## src/rtl/portcullis_pkg.sv

```systemverilog
// Shared definitions for the portcullis scheduler: state encoding and default timing.
package portcullis_pkg;

  typedef enum logic [2:0] {
    StHoming   = 3'd0,
    StClosed   = 3'd1,
    StRaising  = 3'd2,
    StOpenHold = 3'd3,
    StLowering = 3'd4,
    StDead     = 3'd5,
    StFault    = 3'd6
  } state_e;

  localparam int unsigned DefNReq      = 2;
  localparam int unsigned DefCntW      = 8;
  localparam int unsigned DefDeadCyc   = 4;
  localparam int unsigned DefTravelMax = 64;
  localparam int unsigned DefHoldCyc   = 32;

endpackage

```

## src/rtl/portcullis_rr_arb.sv

```systemverilog
// Round-robin pick among pending open requests; pointer advances past the winner on grant.
module portcullis_rr_arb
  import portcullis_pkg::*;
#(
  parameter int unsigned N_REQ = DefNReq
) (
  input  logic             clk,
  input  logic             rst,
  input  logic [N_REQ-1:0] req,
  input  logic             gnt_en,
  output logic [N_REQ-1:0] gnt
);

  localparam int unsigned PtrW = (N_REQ > 1) ? $clog2(N_REQ) : 1;

  logic [PtrW-1:0] ptr_q, ptr_d;
  logic            found;
  int unsigned     idx;

  always_comb begin
    gnt   = '0;
    ptr_d = ptr_q;
    found = 1'b0;
    idx   = 0;
    // Scan from the pointer upward, wrapping, and take the first set bit.
    for (int unsigned i = 0; i < N_REQ; i++) begin
      idx = (32'(ptr_q) + i) % N_REQ;
      for (int unsigned j = 0; j < N_REQ; j++) begin
        if (!found && (j == idx) && req[j]) begin
          found  = 1'b1;
          gnt[j] = 1'b1;
          ptr_d  = (j == N_REQ - 1) ? '0 : PtrW'(j + 1);
        end
      end
    end
    if (!gnt_en || !found) begin
      ptr_d = ptr_q;
    end
  end

  always_ff @(posedge clk or negedge rst) begin
    if (!rst) begin
      ptr_q <= '0;
    end else begin
      ptr_q <= ptr_d;
    end
  end

endmodule

```

## src/rtl/portcullis_sched.sv

```systemverilog
// Portcullis motor scheduler: arbitrates station open/close requests and sequences the
// motor with dead time, travel watchdog, auto-close hold and fault latch.
module portcullis_sched
  import portcullis_pkg::*;
#(
  parameter int unsigned N_REQ      = DefNReq,
  parameter int unsigned CNT_W      = DefCntW,
  parameter int unsigned DEAD_CYC   = DefDeadCyc,
  parameter int unsigned TRAVEL_MAX = DefTravelMax,
  parameter int unsigned HOLD_CYC   = DefHoldCyc
) (
  input  logic             clk,
  input  logic             rst,
  input  logic [N_REQ-1:0] REQ_OPEN,
  input  logic [N_REQ-1:0] REQ_CLOSE,
  input  logic             UP_LMT,
  input  logic             DW_LMT,
  input  logic             FAULT_CLR,
  output logic             MOT_UP,
  output logic             MOT_DW,
  output logic [N_REQ-1:0] GNT,
  output logic             IS_OPEN,
  output logic             IS_CLOSED,
  output logic             FAULT
);

  if (TRAVEL_MAX >= 2**CNT_W || HOLD_CYC >= 2**CNT_W || DEAD_CYC >= 2**CNT_W ||
      TRAVEL_MAX == 0 || HOLD_CYC == 0 || DEAD_CYC == 0) begin : g_bad_timing
    $error("portcullis_sched: timing constants must be nonzero and fit in CNT_W bits");
  end

  // Each timed state lasts exactly its constant in cycles.
  localparam logic [CNT_W-1:0] TravelLast = CNT_W'(TRAVEL_MAX - 1);
  localparam logic [CNT_W-1:0] HoldLast   = CNT_W'(HOLD_CYC - 1);
  localparam logic [CNT_W-1:0] DeadLast   = CNT_W'(DEAD_CYC - 1);

  state_e           state_q, state_d;
  logic [CNT_W-1:0] timer_q, timer_d;
  logic [N_REQ-1:0] open_pend_q, open_pend_d, close_pend_q, close_pend_d;
  logic [N_REQ-1:0] open_eff, close_eff, arb_gnt, gnt_q;
  logic             dir_up_q, dir_up_d;
  logic             grant_en, clr_close, clr_all;
  logic             open_any, close_any, travel_exp;
  logic             mot_up_d, mot_dw_d, is_open_d, is_closed_d, fault_d;
  logic             mot_up_q, mot_dw_q, is_open_q, is_closed_q, fault_q;

  // Same-cycle pulses are folded in so a request is acted on the cycle it arrives.
  assign open_eff   = open_pend_q | REQ_OPEN;
  assign close_eff  = close_pend_q | REQ_CLOSE;
  assign open_any   = |open_eff;
  assign close_any  = |close_eff;
  assign travel_exp = (timer_q >= TravelLast);

  portcullis_rr_arb #(
    .N_REQ(N_REQ)
  ) u_arb (
    .clk   (clk),
    .rst   (rst),
    .req   (open_eff),
    .gnt_en(grant_en),
    .gnt   (arb_gnt)
  );

  always_ff @(posedge clk or negedge rst) begin
    if (!rst) begin
      state_q      <= StHoming;
      timer_q      <= '0;
      dir_up_q     <= 1'b0;
      open_pend_q  <= '0;
      close_pend_q <= '0;
      gnt_q        <= '0;
      mot_up_q     <= 1'b0;
      mot_dw_q     <= 1'b0;
      is_open_q    <= 1'b0;
      is_closed_q  <= 1'b0;
      fault_q      <= 1'b0;
    end else begin
      state_q      <= state_d;
      timer_q      <= timer_d;
      dir_up_q     <= dir_up_d;
      open_pend_q  <= open_pend_d;
      close_pend_q <= close_pend_d;
      if (grant_en) begin
        gnt_q <= arb_gnt;
      end
      mot_up_q     <= mot_up_d;
      mot_dw_q     <= mot_dw_d;
      is_open_q    <= is_open_d;
      is_closed_q  <= is_closed_d;
      fault_q      <= fault_d;
    end
  end

  always_comb begin
    state_d   = state_q;
    timer_d   = (timer_q == '1) ? timer_q : timer_q + CNT_W'(1);
    dir_up_d  = dir_up_q;
    grant_en  = 1'b0;
    clr_close = 1'b0;
    clr_all   = 1'b0;
    case (state_q)
      StHoming: begin
        if (DW_LMT) begin
          state_d = StClosed;
          timer_d = '0;
        end else if (travel_exp) begin
          state_d = StFault;
        end
      end
      StClosed: begin
        clr_close = 1'b1;
        if (open_any) begin
          grant_en = 1'b1;
          state_d  = StRaising;
          timer_d  = '0;
        end
      end
      StRaising: begin
        // Limit wins over close: an arrived gate then lowers from OPEN_HOLD instead.
        if (UP_LMT) begin
          state_d = StOpenHold;
          timer_d = '0;
        end else if (close_any) begin
          clr_close = 1'b1;
          dir_up_d  = 1'b0;
          state_d   = StDead;
          timer_d   = '0;
        end else if (travel_exp) begin
          state_d = StFault;
        end
      end
      StOpenHold: begin
        if (close_any) begin
          clr_close = 1'b1;
          state_d   = StLowering;
          timer_d   = '0;
        end else if (open_any) begin
          grant_en = 1'b1;
          timer_d  = '0;
        end else if (timer_q >= HoldLast) begin
          state_d = StLowering;
          timer_d = '0;
        end
      end
      StLowering: begin
        clr_close = 1'b1;
        if (DW_LMT) begin
          state_d = StClosed;
          timer_d = '0;
        end else if (open_any && !close_any) begin
          grant_en = 1'b1;
          dir_up_d = 1'b1;
          state_d  = StDead;
          timer_d  = '0;
        end else if (travel_exp) begin
          state_d = StFault;
        end
      end
      StDead: begin
        if (timer_q >= DeadLast) begin
          state_d = dir_up_q ? StRaising : StLowering;
          timer_d = '0;
        end
      end
      StFault: begin
        clr_all = 1'b1;
        if (FAULT_CLR && !(UP_LMT && DW_LMT)) begin
          state_d = StHoming;
          timer_d = '0;
        end
      end
      default: begin
        state_d = StFault;
        timer_d = '0;
      end
    endcase
    // Both limits active is a sensor error regardless of state.
    if (state_q != StFault && UP_LMT && DW_LMT) begin
      state_d  = StFault;
      timer_d  = '0;
      grant_en = 1'b0;
    end
  end

  always_comb begin
    open_pend_d  = open_eff & ~(grant_en ? arb_gnt : '0);
    close_pend_d = clr_close ? '0 : close_eff;
    if (clr_all) begin
      open_pend_d  = '0;
      close_pend_d = '0;
    end
  end

  always_comb begin
    mot_up_d    = (state_d == StRaising);
    mot_dw_d    = (state_d == StHoming) || (state_d == StLowering);
    is_open_d   = (state_d == StOpenHold);
    is_closed_d = (state_d == StClosed);
    fault_d     = (state_d == StFault);
  end

  assign MOT_UP    = mot_up_q;
  assign MOT_DW    = mot_dw_q;
  assign GNT       = gnt_q;
  assign IS_OPEN   = is_open_q;
  assign IS_CLOSED = is_closed_q;
  assign FAULT     = fault_q;

endmodule

```

## config.mk

```make
export PLATFORM = sky130hd
export DESIGN_NAME = portcullis_sched
export DESIGN_NICKNAME = d
export VERILOG_FILES = /design/src/rtl/portcullis_pkg.sv /design/src/rtl/portcullis_rr_arb.sv /design/src/rtl/portcullis_sched.sv
export SDC_FILE = /design/constraint.sdc
export NUM_CORES = 1
export LEC_CHECK = 0
export CELL_PAD_IN_SITES_DETAIL_PLACEMENT = 0
export CELL_PAD_IN_SITES_GLOBAL_PLACEMENT = 2
export CORE_MARGIN = 2
export CORE_UTILIZATION = 34
export DETAILED_ROUTE_END_ITERATION = 10
export PLACE_DENSITY = 0.74
export SLEW_MARGIN = 10
export SYNTH_ARGS = -nofsm -noshare
export SYNTH_HDL_FRONTEND = slang
export SYNTH_SLANG_ARGS = --single-unit
```

## constraint.sdc

```tcl
create_clock -name clk -period 3 [get_ports clk]
set_clock_uncertainty 0.2 [all_clocks]
set_input_delay 0.6 -clock clk [delete_from_list [all_inputs] [get_ports clk]]
set_output_delay 0.6 -clock clk [all_outputs]
set_load 0.05 [all_outputs]
```

## Word-level counts from Yosys, hierarchy flattened

Index checks and enable logic that the tools add are counted.

| word-level totals | value |
|---|---|
| bits in registers | 24 |
| latch bits | 0 |
| RAM bits | 0 |
| ROM bits | 0 |
| output and inout port bits | 7 |
| word-level logic and storage cells | 130 |
| memories | 0 |

| operators by class | value |
|---|---|
| add/subtract/negate cells | 2 |
| $mul | 0 |
| div/mod/pow operators | 0 |
| $lt $le $gt $ge | 3 |
| eq/ne operators | 17 |
| shifts and indexed selects | 0 |
| muxes and demuxes | 59 |
| bitwise operators | 5 |
| reductions and logical operators | 32 |

Operator list:

| kind | number |
|---|---|
| 2-to-1 mux 8 bit | 13 |
| zero test 32 bit | 2 |
| case mux 8 bit (7 select lines) | 1 |
| 2-to-1 mux 3 bit | 14 |
| 2-to-1 mux 1 bit | 23 |
| case mux 3 bit (7 select lines) | 1 |
| == test 3 bit (second input constant) | 5 |
| == test 3 x 2 -> 1 bit (second input constant) | 4 |
| logical AND 1 bit | 12 |
| adder 8 x 1 -> 8 bit (second input constant) | 1 |
| == test 8 bit (second input constant) | 1 |
| >= comparator 8 x 2 -> 1 bit (second input constant) | 1 |
| >= comparator 8 x 5 -> 1 bit (second input constant) | 1 |
| >= comparator 8 x 6 -> 1 bit (second input constant) | 1 |
| 2-to-1 mux 2 bit | 4 |
| inequality test 2 bit (second input constant) | 4 |
| zero test 1 bit | 7 |
| == test 3 x 1 -> 1 bit (second input constant) | 2 |
| zero test 3 bit | 2 |
| case mux 1 bit (3 select lines) | 2 |
| OR reduction 2 bit | 3 |
| AND reduction 5 bit | 1 |
| OR 2 bit | 2 |
| nonzero test 4 bit | 1 |
| 9 further kinds | 10 |

## Logic depth before layout (Yosys ltp)

Gate-level depths: netlist of run 1.

| logic depth | value |
|---|---|
| depth in word-level cells | 19 |
| gate-level depth with buffers | 7 |
| mapped depth without buffers | 7 |

## By module

A second synthesis of run 1 with hierarchy kept.

| unflattened totals | value |
|---|---|
| cell total of the unflattened synthesis | 147 |
| area total of the unflattened synthesis | 1421.4 um^2 |

Modules (own cells, without submodules):

| module | times used | cells each | area an instance (um^2) | sequential area each (um^2) |
|---|---|---|---|---|
| portcullis_sched | 1 | 141 | 1366.3 | 575.6 |
| portcullis_rr_arb | 1 | 6 | 55.1 | 25.0 |

## Least setup slack after synthesis of run 1

OpenSTA, ideal clock, no wires.

| timing | value |
|---|---|
| path type | in2reg |
| start point | input port REQ_CLOSE[0] |
| end point | register mot_up_q, in the netlist MOT_UP |
| setup time | 148 ps |
| arrival | 2037 ps |
| required time | 2652 ps |
| setup slack | 615 ps |
| stages | 7 |
| cell sequence | or4_4 > buf_6 > or4_1 > a21oi_1 > o31ai_2 > inv_1 > nor3b_1 |

| between the ends | value |
|---|---|
| longest elaborated chain between the ends | 9 |
| elaborated cells between the ends (all ways) | 12 |
| those cells by class | eq/ne (1); mux (7); bitwise (1); reduce/logical (3) |

RTL lines:

| item | RTL line | text |
|---|---|---|
| from (decl) | portcullis_sched.sv:15 | `input logic [N_REQ-1:0] REQ_CLOSE,` |
| OR 2 bit (*) | portcullis_sched.sv:49 | `assign close_eff = close_pend_q \| REQ_CLOSE;` |
| OR reduction 2 bit (*) | portcullis_sched.sv:51 | `assign close_any = \|close_eff;` |
| zero test 1 bit | portcullis_sched.sv:150 | `end else if (open_any && !close_any) begin` |
| logical AND 1 bit | portcullis_sched.sv:150 |  |
| 2-to-1 mux 3 bit | portcullis_sched.sv:150 |  |
| 2-to-1 mux 3 bit | portcullis_sched.sv:147 | `if (DW_LMT) begin` |
| case mux 3 bit (7 select lines) (*) | portcullis_sched.sv:101 | `case (state_q)` |
| 2-to-1 mux 3 bit (*) | portcullis_sched.sv:178 | `if (state_q != StFault && UP_LMT && DW_LMT) begin` |
| via state_d[0] | portcullis_sched.sv:37 | `state_e state_q, state_d;` |
| == test 3 x 2 -> 1 bit (*) | portcullis_sched.sv:195 | `mot_up_d = (state_d == StRaising);` |
| via mot_up_d | portcullis_sched.sv:44 | `logic mot_up_d, mot_dw_d, is_open_d, is_closed_d, fault_d;` |
| to (signal assigned) | portcullis_sched.sv:86 | `mot_up_q <= mot_up_d;` |
| to (decl) | portcullis_sched.sv:45 | `logic mot_up_q, mot_dw_q, is_open_q, is_closed_q, fault_q;` |

The timed path passes the listed nets; every way through them passes the cells marked *.
A chain may end at the register's enable or synchronous reset.

## Worst setup path after layout of run 1

| timing | value |
|---|---|
| start point | input port REQ_OPEN[0] |
| end point | register timer_q[4] |

| between the ends | value |
|---|---|
| longest elaborated chain between the ends | 7 |
| elaborated cells between the ends (all ways) | 10 |
| those cells by class | mux (7); bitwise (1); reduce/logical (2) |

RTL lines:

| item | RTL line | text |
|---|---|---|
| from (decl) | portcullis_sched.sv:14 | `input logic [N_REQ-1:0] REQ_OPEN,` |
| OR 2 bit (*) | portcullis_sched.sv:48 | `assign open_eff = open_pend_q \| REQ_OPEN;` |
| OR reduction 2 bit (*) | portcullis_sched.sv:50 | `assign open_any = \|open_eff;` |
| logical AND 1 bit | portcullis_sched.sv:150 |  |
| 2-to-1 mux 8 bit | portcullis_sched.sv:150 |  |
| 2-to-1 mux 8 bit | portcullis_sched.sv:147 |  |
| case mux 8 bit (7 select lines) (*) | portcullis_sched.sv:101 |  |
| 2-to-1 mux 8 bit (*) | portcullis_sched.sv:178 |  |
| via timer_d[4] | portcullis_sched.sv:38 | `logic [CNT_W-1:0] timer_q, timer_d;` |
| to (signal assigned) | portcullis_sched.sv:79 | `timer_q <= timer_d;` |
| to (decl) | portcullis_sched.sv:38 |  |

Marked as above.

==> results of run 1 <==
==> worst max-delay path: stages <==
cell,delay (ns)
clkdlybuf4s50_1,0.42
buf_4,0.14
nor4_1,0.29
buf_4,0.19
nor2_1,0.06
a2111oi_1,0.64
o41ai_4,0.13
buf_4,0.18
nor2_1,0.11
==> cell usage after synthesis, drive strengths merged, types with 4 or more instances <==
master	count
nor2	18
nand2	11
a211oi	5
nor4	4
nand4	5
nand3	7
inv	6
a21oi	10
nor3	4
o21ai	4
dfrtp	24
==> layout make-up <==
class	count	area share
well taps	50	0.0368
clock buffers	3	0.0243
repair buffers	22	0.119
flip-flops and latches	24	0.353
multi-input cells	111	0.436
inverters	6	0.0132
clock inverters	1	0.0176
==> final timing paths <==
check	start	endpoint	slack, ns	cells past startpoint
worst max-delay path	REQ_OPEN[0]	timer_q[4]	0.24	9
worst max register to register	timer_q[0]	IS_OPEN	0.49	6
worst min register to register	GNT[0]	GNT[0]	0.32	1
worst min-delay path	GNT[0]	GNT[0]	0.32	1
min in group asynchronous	rst	open_pend_q[1]	0.49	2
max in group asynchronous	rst	timer_q[4]	1.87	2
==> metal layers <==
metal  routed length [um]  global-route usage
met4                   40              0.0750
met2                 1480               0.244
met3                  131              0.0329
met5                    0                   0
met1                 1540               0.211
==> per-stage QoR <==
| stage | hold slack [ns] | setup slack, ns | std cells | setup TNS (ns) |
|---|---|---|---|---|
| floorplan | 0.104 | 0.615 | 146 | 0 |
| finish | 0.316 | 0.237 | 217 | 0 |
| global placement | 0.269 | -0.0207 | 213 | -0.134 |
| global route | 0.328 | 0.0997 | 217 | 0 |
| CTS | 0.323 | 0.182 | 217 | 0 |
| detailed placement | 0.302 | -0.0846 | 213 | -0.445 |
==> cell families (layout without fill, tap and decap cells) <==
kind of cell / Yosys count / after routing / synth area share
DFF: 24 / 24 / 0.431
muxes: 6 / 6 / 0.0458
xor gates and xnor gates: 3 / 3 / 0.0189
and+or+nand+nor: 69 / 69 / 0.272
adders and majority gates: 1 / 1 / 0.00898
AOI/OAI and AO/OA: 32 / 32 / 0.187
buffers and inverters: 11 / 32 / 0.0368
==> flip-flops by register name, summed over array words and instances, names as in the netlist <==
signal        count
timer_q           8
dir_up_q          1
IS_OPEN           1
u_arb.ptr_q       1
state_q           3
MOT_UP            1
GNT               2
close_pend_q      2
MOT_DW            1
FAULT             1
IS_CLOSED         1
open_pend_q       2
==> power breakdown <==
part	internal (mW)	switching, mW	total, mW
clock	0.178	0.106	0.285
sequential	0.435	0.127	0.562
combinational	0.304	0.457	0.761
==> impl_metrics.py, run 1 <==
metrics = {
    "outcome": {
        "status": "finished clean",
    },
    "floorplanning": {
        "initial_core_util": 0.351,
        "coreArea_sq_um": 3970,
        "rows": 23,
        "ioPinCount": 16,
        "die_w_um": 68.0,
        "die_h_um": 68.0,
        "die_area_sq_um": 4630,
    },
    "global_route": {
        "grt_pass1_vias": 1147,
        "track_usage": 0.158,
        "grt_max_degree": 25,
        "grt_pass1_wl_um": 5380,
        "grt_overflow": 0,
        "antenna_found_initial": 0,
    },
    "cts": {
        "cts_hold_buf": 0,
        "ctsResizeCount": 0,
        "post-cts-setup-buffers": 0,
        "insertion_delay_ns": 0.27,
        "clock-sinks": 24,
        "cts_max_path_buffers": 2,
        "cts_root_buffer": "clkbuf_8",
        "h-tree-depth": 1,
        "cts_tree": "done",
        "clkTransAtPathRegs_ns": 0.08,
        "cts_made_buffers": 3,
    },
    "timing": {
        "timing.fmax_mhz": 362,
        "grt_setup_unrepaired": "false",
        "slew_headroom": 0.548,
        "slew_violations": 0,
        "period_needed_ns": 2.76,
        "hold_violations": 0,
        "fin_crit_sh": 0.921,
        "worstMarginPinSlew_ns": 0.667,
        "setup_viol": 0,
    },
    "power_and_ir_drop": {
        "leakagePower_nw": 0.701,
        "fin_total_pwr_mw": 1.61,
        "peakVddDrop_mv": 0.294,
        "powerDensity_nw_per_um2": 945,
    },
    "routing": {
        "vias": 1202,
        "wirelength_um": 3190,
        "drt_iter0_drc": 54,
        "drc": 0,
        "ant_nets": 0,
        "via_per_inst": 5.54,
        "first_pass_iters": 4,
        "post_drt_wl_per_cell_um": 14.7,
    },
    "finish": {
        "area_growth_pct": 22.1,
        "fin_area_sq_um": 1700,
        "final_common_cell": "dfrtp_1",
        "layout.nets": 178,
        "regArea_sq_um": 601,
        "drive_gt1_frac": 0.132,
        "antennaDiodeCount": 0,
        "fillers": 399,
        "multi_input_area_sq_um": 742,
        "final_util": 0.428,
        "mostFrequentLayoutCells": "dfrtp_1 (24), nor2_1 (18), clkdlybuf4s50_1 (15)",
    },
    "logic_synthesis": {
        "synth_cell_types": 46,
        "synth_edf_count": 0,
        "postSynth.asyncResetShare": 1.00,
        "syn_area_sq_um": 1390,
        "yosysSeqAreaShare": 0.431,
        "ys_warn_count": 0,
        "yosysTopAreaCellShare": 0.431,
        "synth_top_flop_cell": "dfrtp_1",
        "synthesis.nets": 156,
        "synth_seq_cells": 24,
        "yosys.area.top_type": "dfrtp_1",
        "avgSynthCellArea_sq_um": 9.55,
        "synth_area_leaders": "dfrtp_1 (43%), nor2_1 (4.8%), nand2_1 (3.0%)",
        "syn_inst": 146,
    },
    "setup_path": {
        "crit_path_max_fanout": 8,
        "crit_arrival_ns": 2.76,
        "cp-start-kind": "input pin",
        "critPathRequiredTime_ns": 3.00,
        "crit_type": "in2reg",
        "critPathCaptureType": "flop",
    },
    "place": {
        "io_buffer_count": 15,
        "placed_area_sq_um": 1630,
        "dpl.hpwl_um": 2460,
        "place_congestion": 0.799,
    },
    "worst_hold_path": {
        "min_path_type": "reg2reg",
    },
    "run": {
        "drv_cap": 0,
    },
}
(Power assumes the default switching activity.)
==> inputs of run 2 (changes only) <==
==> constraint.sdc (replaced) <==
create_clock -name clk -period 2.9 [get_ports clk]
set_clock_uncertainty 0.2 [all_clocks]
set_input_delay 0.58 -clock clk [delete_from_list [all_inputs] [get_ports clk]]
set_output_delay 0.58 -clock clk [all_outputs]
set_load 0.05 [all_outputs]
==> impl_metrics.py, run 2 (synthesis results as in run 1) <==
metrics = {
    "outcome": {
        "status": "finished clean",
    },
    "floorplanning": {
        "die_h_um": 68.0,
        "die_w_um": 68.0,
        "ioPinCount": 16,
        "die_area_sq_um": 4630,
        "rows": 23,
        "initial_core_util": 0.351,
        "coreArea_sq_um": 3970,
    },
    "setup_path": {
        "worst_path_max_delay_cell": "a2111oi_1",
        "max_stage_delay_ns": 0.60,
        "path_common_cell": "buf_4",
        "crit_arrival_ns": 2.71,
        "critPathRequiredTime_ns": 2.90,
        "cp-start-kind": "input pin",
        "cp.buffers_inverters": 4,
        "critPathCaptureType": "flop",
        "cp_top_family": "buffers and inverters",
        "crit_type": "in2reg",
        "crit_path_max_fanout": 8,
        "crit_chain": "clkdlybuf4s50_1, buf_4, nor4_1, buf_4, nor2_1, a2111oi_1, o41ai_4, buf_4, nor2_1",
    },
    "timing": {
        "slew_headroom": 0.519,
        "period_needed_ns": 2.71,
        "slew_violations": 0,
        "fin_ws_ns": 0.191,
        "timing.fmax_mhz": 369,
        "fin_crit_sh": 0.934,
        "worstMarginPinSlew_ns": 0.710,
        "whs_ns": 0.292,
        "grt_setup_unrepaired": "false",
        "setup_viol": 0,
        "hold_violations": 0,
    },
    "cts": {
        "post-cts-setup-buffers": 0,
        "clkTransAtPathRegs_ns": 0.08,
        "cts_tree": "done",
        "cts_hold_buf": 0,
        "h-tree-depth": 1,
        "ctsResizeCount": 0,
        "clock-sinks": 24,
        "cts_max_path_buffers": 2,
        "insertion_delay_ns": 0.27,
        "cts_root_buffer": "clkbuf_8",
        "cts_made_buffers": 3,
    },
    "worst_hold_path": {
        "min_path_type": "reg2reg",
    },
    "global_route": {
        "grt_pass1_vias": 1108,
        "antenna_found_initial": 0,
        "grt_overflow": 0,
        "track_usage": 0.153,
        "grt_pass1_wl_um": 5200,
        "grt_max_degree": 25,
    },
    "power_and_ir_drop": {
        "switching_share": 0.427,
        "power_frac_seq": 0.351,
        "pwr-share-clk": 0.175,
        "switching_power_mw": 0.706,
        "peakVddDrop_mv": 0.319,
        "p_int_mw": 0.948,
        "powerDensity_nw_per_um2": 972,
        "pwr-share-comb": 0.475,
        "leakagePower_nw": 0.700,
    },
    "place": {
        "place_congestion": 0.926,
        "dpl_worst_slack_ns": -0.101,
        "dpl.hpwl_um": 2370,
        "io_buffer_count": 15,
        "dpl.cell_count": 213,
    },
    "routing": {
        "drt_iter0_drc": 46,
        "post_drt_wl_per_cell_um": 14.6,
        "vias": 1171,
        "drc": 0,
        "ant_nets": 0,
        "wirelength_um": 3170,
        "via_per_inst": 5.40,
        "first_pass_iters": 4,
    },
    "finish": {
        "final_common_cell": "dfrtp_1",
        "stdcell_count": 217,
        "largest_register_ff_count": 8,
        "area_growth_pct": 22.1,
        "reg_top3": "timer_q (8), state_q (3)",
        "fillers": 427,
        "antennaDiodeCount": 0,
        "top_register": "timer_q",
        "layout.nets": 178,
        "drive_gt1_frac": 0.132,
        "mostFrequentLayoutCells": "dfrtp_1 (24), nor2_1 (18), clkdlybuf4s50_1 (15)",
    },
    "run": {
        "drv_cap": 0,
    },
}
[run 2: cell counts in the layout (fill, tap and decap cells not counted)]
Identical to the previous run, type by type.
[run 2: layer usage]
metal,share of wire,GRT usage
met3,0.043,0.0263
met2,0.46,0.235
met1,0.47,0.203
met5,0,0
met4,0.028,0.0850
[run 2: final timing paths]
kind                             startpoint             end  slack [ns]  depth (start not counted)
max in group asynchronous               rst      timer_q[4]        1.80                          2
worst min register to register       GNT[0]          GNT[0]        0.29                          1
worst min-delay path                 GNT[0]          GNT[0]        0.29                          1
worst max-delay path            REQ_OPEN[0]      timer_q[2]        0.19                          9
worst max register to register   timer_q[0]         IS_OPEN        0.40                          6
min in group asynchronous               rst  open_pend_q[1]        0.47                          2
[run 2: cell type report]
type | count | area (sq um) | area share
repair buffers | 22 | 203 | 0.119
flip-flops and latches | 24 | 601 | 0.353
clock buffers | 3 | 41.3 | 0.0243
well taps | 50 | 62.6 | 0.0368
clock inverters | 1 | 30.0 | 0.0176
multi-input cells | 111 | 742 | 0.436
inverters | 6 | 22.5 | 0.0132
[run 2: through the flow]
step / utilization / area [sq um] / total power [mW] / TNS, ns
after floorplan: - / 1390 / 1.14 / 0
after CTS: 0.428 / 1700 / 1.68 / 0
final: 0.428 / 1700 / 1.65 / 0
after global placement: 0.411 / 1630 / 1.37 / -0.268
after global routing: 0.428 / 1700 / 1.77 / 0
after detailed placement: 0.411 / 1630 / 1.38 / -0.732
[run 2: power by group through the flow]
stage / Sequential, mW / Clock, mW / Combinational (mW)
6_report: 0.580 / 0.289 / 0.785
3_3_place_gp: 0.585 / 0 / 0.781
2_1_floorplan: 0.664 / 0 / 0.478
4_1_cts: 0.578 / 0.302 / 0.795
5_1_grt: 0.595 / 0.313 / 0.867
3_5_place_dp: 0.585 / 0 / 0.791
